### src/rtl/divider_unsigned_seq.sv
// Iterative restoring unsigned divider: one quotient bit per clock, valid/ready on both sides.
// Optional macro DIV_ZERO_ERR_EN: adds the div_zero port and a one-cycle divide-by-zero bypass.
// Without it a zero divisor runs the full N steps and yields quotient=all-ones, remainder=dividend.
module divider_unsigned_seq #(
  parameter int unsigned N     = 32,
  parameter int unsigned CNT_W = 6
) (
  input  logic         clk,
  input  logic         rst_n,
  input  logic         in_valid,
  output logic         in_ready,
  input  logic [N-1:0] dividend,
  input  logic [N-1:0] divisor,
  output logic         out_valid,
  input  logic         out_ready,
  output logic [N-1:0] quotient,
  output logic [N-1:0] remainder
`ifdef DIV_ZERO_ERR_EN
  ,
  output logic         div_zero
`endif
);

  typedef enum logic [1:0] {StIdle, StBusy, StDone} state_e;

  state_e           state_q, state_d;
  logic [N-1:0]     q_sh_q, q_sh_d;    // dividend shifting out, quotient shifting in
  logic [N:0]       acc_q, acc_d;      // partial remainder, one bit wider than operands
  logic [N-1:0]     div_q, div_d;
  logic [CNT_W-1:0] cnt_q, cnt_d;
  logic [N-1:0]     quo_q, quo_d;
  logic [N-1:0]     rmd_q, rmd_d;
`ifdef DIV_ZERO_ERR_EN
  logic             dz_q, dz_d;
`endif

  logic [N:0]   r_sh;
  logic [N+1:0] sub_full;
  logic         ge;
  logic [N:0]   acc_next;
  logic [N-1:0] q_next;
  logic         unused_acc_msb;

  // The top accumulator bit is never shifted further: after each step acc < divisor.
  assign unused_acc_msb = acc_q[N];

  // One restoring step: compare via carry-out of acc + ~d + 1 (carry set means no borrow, i.e. ge).
  always_comb begin
    r_sh     = {acc_q[N-1:0], q_sh_q[N-1]};
    sub_full = {1'b0, r_sh} + {1'b0, ~{1'b0, div_q}} + {{(N+1){1'b0}}, 1'b1};
    ge       = sub_full[N+1];
    acc_next = ge ? sub_full[N:0] : r_sh;
    q_next   = {q_sh_q[N-2:0], ge};
  end

  // Next-state and datapath register updates.
  always_comb begin
    state_d = state_q;
    q_sh_d  = q_sh_q;
    acc_d   = acc_q;
    div_d   = div_q;
    cnt_d   = cnt_q;
    quo_d   = quo_q;
    rmd_d   = rmd_q;
`ifdef DIV_ZERO_ERR_EN
    dz_d    = dz_q;
`endif
    unique case (state_q)
      StIdle: begin
        if (in_valid) begin
          q_sh_d  = dividend;
          acc_d   = '0;
          div_d   = divisor;
          cnt_d   = CNT_W'(N);
          state_d = StBusy;
`ifdef DIV_ZERO_ERR_EN
          dz_d    = 1'b0;
          if (divisor == '0) begin
            quo_d   = '1;
            rmd_d   = dividend;
            dz_d    = 1'b1;
            state_d = StDone;
          end
`endif
        end
      end
      StBusy: begin
        q_sh_d = q_next;
        acc_d  = acc_next;
        cnt_d  = cnt_q - CNT_W'(1);
        if (cnt_q == CNT_W'(1)) begin
          quo_d   = q_next;
          rmd_d   = acc_next[N-1:0];
          state_d = StDone;
        end
      end
      StDone: begin
        if (out_ready) state_d = StIdle;
      end
      default: state_d = StIdle;
    endcase
  end

  // State and datapath registers, cleared by asynchronous reset.
  always_ff @(posedge clk or negedge rst_n) begin
    if (!rst_n) begin
      state_q <= StIdle;
      q_sh_q  <= '0;
      acc_q   <= '0;
      div_q   <= '0;
      cnt_q   <= '0;
      quo_q   <= '0;
      rmd_q   <= '0;
`ifdef DIV_ZERO_ERR_EN
      dz_q    <= 1'b0;
`endif
    end else begin
      state_q <= state_d;
      q_sh_q  <= q_sh_d;
      acc_q   <= acc_d;
      div_q   <= div_d;
      cnt_q   <= cnt_d;
      quo_q   <= quo_d;
      rmd_q   <= rmd_d;
`ifdef DIV_ZERO_ERR_EN
      dz_q    <= dz_d;
`endif
    end
  end

  // Handshake flags decode directly from the state register.
  always_comb begin
    in_ready  = (state_q == StIdle);
    out_valid = (state_q == StDone);
    quotient  = quo_q;
    remainder = rmd_q;
`ifdef DIV_ZERO_ERR_EN
    div_zero  = dz_q;
`endif
  end

endmodule

### config.mk
export PLATFORM = sky130hd
export DESIGN_NAME = divider_unsigned_seq
export DESIGN_NICKNAME = d
export VERILOG_FILES = /design/src/rtl/divider_unsigned_seq.sv
export SDC_FILE = /design/constraint.sdc
export NUM_CORES = 1
export LEC_CHECK = 0
export ABC_AREA = 1
export ABC_CLOCK_PERIOD_IN_PS = 2300
export CAP_MARGIN = 10
export CELL_PAD_IN_SITES_DETAIL_PLACEMENT = 1
export CELL_PAD_IN_SITES_GLOBAL_PLACEMENT = 2
export CORE_UTILIZATION = 31
export CTS_BUF_LIST = sky130_fd_sc_hd__clkbuf_16
export DETAILED_ROUTE_END_ITERATION = 8
export MAX_ROUTING_LAYER = met4
export PLACE_DENSITY = 0.78
export SYNTH_ARGS = -nofsm -noshare
export SYNTH_HDL_FRONTEND = slang
export SYNTH_SLANG_ARGS = --single-unit
export TNS_END_PERCENT = 10
### constraint.sdc
create_clock -name clk -period 2.3 [get_ports clk]
set_input_delay 0.345 -clock clk [delete_from_list [all_inputs] [get_ports clk]]
set_output_delay 0.345 -clock clk [all_outputs]
set_load 0.02 [all_outputs]
# After elaboration in Yosys (flattened, before gate mapping)
# Index checks and enable logic that the tools add are counted.
# word_totals
register_bits	168
inputBits	68
output_inout_bits	66
# classes
addsub	3
eq_ne	6
mux	11
bitwise	1
n_reduce_logical	6
# ops
operator	count
$pmux W32 S2	2
$mux W32	3
$add A33 B33 Y34	1
$add A34 B1 Y34 const B	1
$not A32 Y33	1
$pmux W6 S2	1
$eq A6 B1 Y1 const B	1
$mux W2	3
$mux W6	1
$pmux W2 S3	1
$reduce_and A2 Y1	3
$sub A6 B1 Y6 const B	1
$ne A2 B2 Y1 const B	2
$reduce_and A3 Y1	1
$eq A2 B1 Y1 const B	1
$eq A2 B2 Y1 const B	1
$logic_not A2 Y1	1
$ne A2 B1 Y1 const B	1
$reduce_bool A2 Y1	1

# Logic depth before layout (Yosys ltp)
# depth
word_depth	5
depth_mapped	18
depth_no_buf	17

# Worst setup path after synthesis
# OpenSTA, ideal clock, no wires.
# synth_path
path_type	reg2reg
startpoint	reg q_sh_q[31]
endpoint	reg rmd_q[20], in the netlist remainder[20]
setup_time_ps	118
arrival_time_ps	1861
t_required_ps	2182
slack_ps	320
path_stages_with_launch	17
path_buffers	0
period_less_slack_ps	1980
cell_sequence	dfrtp_1 -> inv_1 -> ha_1 -> inv_1 -> fa_1 -> nand3_1 -> nand3_1 -> nand2_1 -> nand2_1 -> nand2_1 -> nand2_1 -> nand2_1 -> nand2_1 -> nand2_1 -> nand3_1 -> nand3_1 -> nand2_1
# synth_between
elab_chain_cells	3
# synth_rtl
element	line	text
start: declaration	27	logic [N-1:0] q_sh_q, q_sh_d;
start signal: assignment	119	q_sh_q <= q_sh_d;
$add A33 B33 Y34	50	sub_full = {1'b0, r_sh} + {1'b0, ~{1'b0, div_q}} + {{(N+1){1'b0}}, 1'b1};
$add A34 B1 Y34	50	
$mux W32	52	acc_next = ge ? sub_full[N:0] : r_sh;
end signal: assignment	124	rmd_q <= rmd_d;
end: declaration	32	logic [N-1:0] rmd_q, rmd_d;
# Every way passes these cells.
# A chain may end at the register's enable or synchronous reset.

# Worst setup path in the final report
# layout_path
startpoint	reg acc_q[30]
endpoint	reg rmd_q[0], in the netlist remainder[0]
# layout_between
elab_chain_cells	3
# layout_rtl
element	line	text
start: declaration	28	logic [N:0] acc_q, acc_d;
start signal: assignment	109	acc_q <= '0;
start signal: assignment	120	acc_q <= acc_d;
$add A33 B33 Y34	50	
$add A34 B1 Y34	50	
$mux W32	52	
# Every way passes these cells.

==> summary.md <==
| Metric | Value |
|---|---|
| Final-report hold violation count | `0` |
| Nets@finish | `1569` |
| Grt met2 use | `approximately 33%` |
| Row cnt | `63` |
| Data required time of the worst path | `~2.6 ns` |
| Pre-CTS setup slack | `-0.104 ns` |
| Clk sink count | `between 150 and 200` |
| Detailed Place HPWL | `22700 µm` |
| RSZ-0062 raised after global routing | `true` |
| Antenna-violating nets left | `0` |
| Drt first pass iters | `4` |
| R2R depth | `12` |
| GRT Total Usage | `21.3%` |
| Yosys cell types | `42` |
| Post-layout util | `42.7%` |
| Final GP Congestion | `0.851` |
| Critical path fanouts, max | `14` |
| CP Class | `register to register` |
| Initial antenna violation count | `0` |
| Comb power frac | `~65%` |
| IO buf count | `about 130` |
| Synthesized cell area | `9410 µm²` |
| Synth warnings | `0` |
| Via count | `8623` |
| Min-Delay Path Class | `input port to async pin` |
| Area Growth Syn to Fin | `34.8%` |
| TritonCTS clock tree | `yes` |
| Max Cap Violations | `0` |
| Design Power | `24.0 mW` |
| Sequential cell area | `4210 µm²` |
| Final Max Tran Viols | `0` |
| FMAX | `between 0.4 and 0.5 GHz` |
| Syn avg cell area | `~7.3 µm²` |
| CP Capture Type | `register` |
| Die width | `176 µm` |
| Maximum root-to-sink buffer count | `2` |
| Largest net degree at the start of global routing | `81` |
| Residual DRC | `0` |
| Flop pwr share | `22.2%` |
| Max-slew headroom | `56.8%` |
| Post-layout min period | `2.16 ns` |
| Routed Wire Length | `just over 30000 µm` |
| Die Height | `176 µm` |
| Net Sw Frac | `48.1%` |
| Worst Path Arrival | `2.49 ns` |
| Stages on the worst setup path | `12` |
| Finish-stage setup viols | `0` |
| Launching element type of the critical path | `register` |
| Cell chain of the critical path | `ha_1 > inv_1 > nor3_2 > nand2_1 > nor2_2 > nor2_4 > nand2_8 > buf_12 > buf_12 > nand2_1 > nand3_1 > nand2_1` |
| Period utilization | `~94%` |
| First-pass GRT wire length | `49700 µm` |
| CP delay by family, top | `simple AND/OR/NAND/NOR gates` |
| Htree depth | `4` |
| TritonCTS buffer count | `17` |
| Top Ports | `134` |
| Diode count | `0` |
| Gr busiest metal | `met2` |
| Starting Density | `31.7%` |
| Layout cell share with drive strength beyond 1 | `13.0%` |
| Fill cell count | `between 3000 and 4000` |
| Die area | `31100 µm²` |
| PwrDens | `between 1500 and 2000 nW/µm²` |
| Flops & latches, synth | `around 170` |
| Worst VDD drop | `around 700 µV` |
| Clk slew on worst S/H paths | `0.07 ns` |
| Int Pwr | `12.4 mW` |
| Final worst slack | `0.136 ns` |
| Skew-Pair Late Insertion Delay | `roughly 0.45 ns` |
| Clock network power share | `12.7%` |
| CP most frequent cell | `nand2_1` |
| Crit path largest cell delay | `0.42 ns` |
| Total gr overflow | `0` |
| Core Area | `29700 µm²` |
| Gate Count Post-Synth | `1293` |
| Worst-Margin Slew | `0.648 ns` |
| Via-per-instance ratio | `between 4 and 5` |
| Wirelength per Cell | `16.4 µm` |
| Clk_skew | `~0.013 ns` |
| Post-Syn Nets | `1396` |
| Seq/Total Area, Yosys | `44.7%` |
| Worst Path Buf+Inv | `3` |
| Lkg Pwr | `6.46 nW` |
| Switching power total | `between 10 and 15 mW` |
| Met1 usage | `28.1%` |
| Crit path max-delay cell type | `dfrtp_1` |
| DR iter-0 viols | `393` |
| CTS Root Cell | `clkbuf_16` |
| Vias in the first global route | `9333` |
| Status | `complete, no violations` |
| M3 GR Usage | `5.64%` |
| Multi-input gate area | `4690 µm²` |
==> sequential cells by signal, indices dropped and copies added, names as in the netlist <==
name,flops
quotient,32
state_q,2
q_sh_q,32
div_q,32
cnt_q,6
remainder,32
acc_q,32
==> power groups by stage <==
stage | logic, mW | registers [mW] | clock network (mW)
finish | 15.6 | 5.31 | 3.03
global route | 17.6 | 5.50 | 3.24
CTS | 14.7 | 5.23 | 3.12
detailed placement | 14.5 | 5.24 | 0
global placement | 14.3 | 5.22 | 0
floorplan | 8.71 | 5.52 | 0
==> metrics by stage <==
stage / TNS [ns] / hold WS, ns / instances / instance area, µm²
6_report: 0 / 0.459 / 1869 / 12700
5_1_grt: -0.0818 / 0.463 / 1869 / 12700
4_1_cts: 0 / 0.450 / 1867 / 12300
3_5_place_dp: -1.37 / 0.379 / 1834 / 11600
3_3_place_gp: -0.632 / 0.380 / 1834 / 11600
2_1_floorplan: 0 / 0.0494 / 1293 / 9410
==> area by class of cell <==
type / count / share of cell area [%]
Tap cell: 390 / 3.85
Timing Repair Buffer: 196 / 15.3
Inverter: 199 / 5.93
Clock buffer: 17 / 3.35
Clock inverter: 15 / 1.39
Sequential cell: 168 / 33.2
Multi-Input combinational cell: 884 / 37.0
==> logic make-up (layout without fill, tap and decap cells) <==
family                   after synthesis  count (layout)  share of synthesized area (%)
XOR/XNOR                              14              14                           1.30
buffers and inverters                241             427                           10.2
adder cells (fa/ha/maj)               35              35                           4.73
flip-flops                           168             168                           44.7
multiplexers                           1               1                          0.106
AO/OA/AOI/OAI                        154             154                           9.20
AND/OR/NAND/NOR                      680             680                           29.8
==> cell usage after synthesis <==
cell      instances  area, µm²
buf_8             1       15.0
mux2i_1           1       10.0
nor2_4            2       22.5
xor2_1            6       52.6
inv_1           192        721
buf_1             6       22.5
and2_1            4       25.0
o21ai_0          98        490
nand2_4           1       11.3
dfrtp_1         168       4200
nand3_2           1       10.0
o31ai_1           1       7.51
inv_6             1       8.76
buf_2             9       45.0
or2_2             2       12.5
a21o_1            1       7.51
nor3_1            7       35.0
o211ai_1          1       7.51
xnor2_1           8       70.1
nand3_1          72        360
fa_1              1       20.0
nand3b_1          4       30.0
a21oi_1          17       85.1
nor2_2            3       18.8
nand2_1         516       1940
ha_1             34        425
and3_1            1       6.26
nand4_1           6       37.5
clkinv_1          1       3.75
nand3b_4          1       20.0
clkbuf_1         21       78.8
buf_4             2       15.0
a21oi_2           1       8.76
o22ai_1           1       6.26
o21ai_1           1       5.00
inv_2             5       18.8
buf_6             3       33.8
o21bai_1          2       15.0
nand2_8           1       20.0
nand2_2          14       87.6
nor2_1           45        169
a22oi_1          31        233
==> placed cells by master, fill, tap and decap left out, drive strengths merged <==
cell type and count:
inv 205, clkbuf 17, a21oi 18, a22oi 31
ha 34, bufinv 3, o21ai 99, nand4 6
and2 4, or2 2, fa 1, xnor2 8
clkinvlp 1, buf 63, nand3b 5, nand2 532
xor2 6, a21o 1, o211ai 1, clkdlybuf4s50 132
clkinv 5, mux2i 1, o21bai 2, nor3 7
nand3 73, o31ai 1, dlygate4sd3 1, dfrtp 168
and3 1, o22ai 1, nor2 50
==> layer usage <==
layer / routed length, µm / up-vias / part of all wire [%]
li1: - / 4337 / -
met1: 14800 / 4146 / 48
met2: 14000 / 122 / 45
met3: 1630 / 18 / 5.3
met4: 250 / 0 / 0.82
met5: 0 / - / 0
==> repair_timing <==
action,in CTS,in global routing
buffers inserted,0,2
endpoints found under the hold margin,53,0
pin swaps,1,4
gates resized for setup,9,74
hold buffers,1,0
setup endpoints to repair,62,65
==> worst paths after layout <==
kind                                    from            to  slack [ns]
worst max register to register     acc_q[30]  remainder[0]        0.14
max in group asynchronous              rst_n     acc_q[25]        1.12
worst min register to register  remainder[7]  remainder[7]        0.48
worst min-delay path                   rst_n  remainder[8]        0.46
worst max-delay path               acc_q[30]  remainder[0]        0.14
min in group clk                  divisor[5]      div_q[5]        0.47
Power figures use the tool's default switching activity.
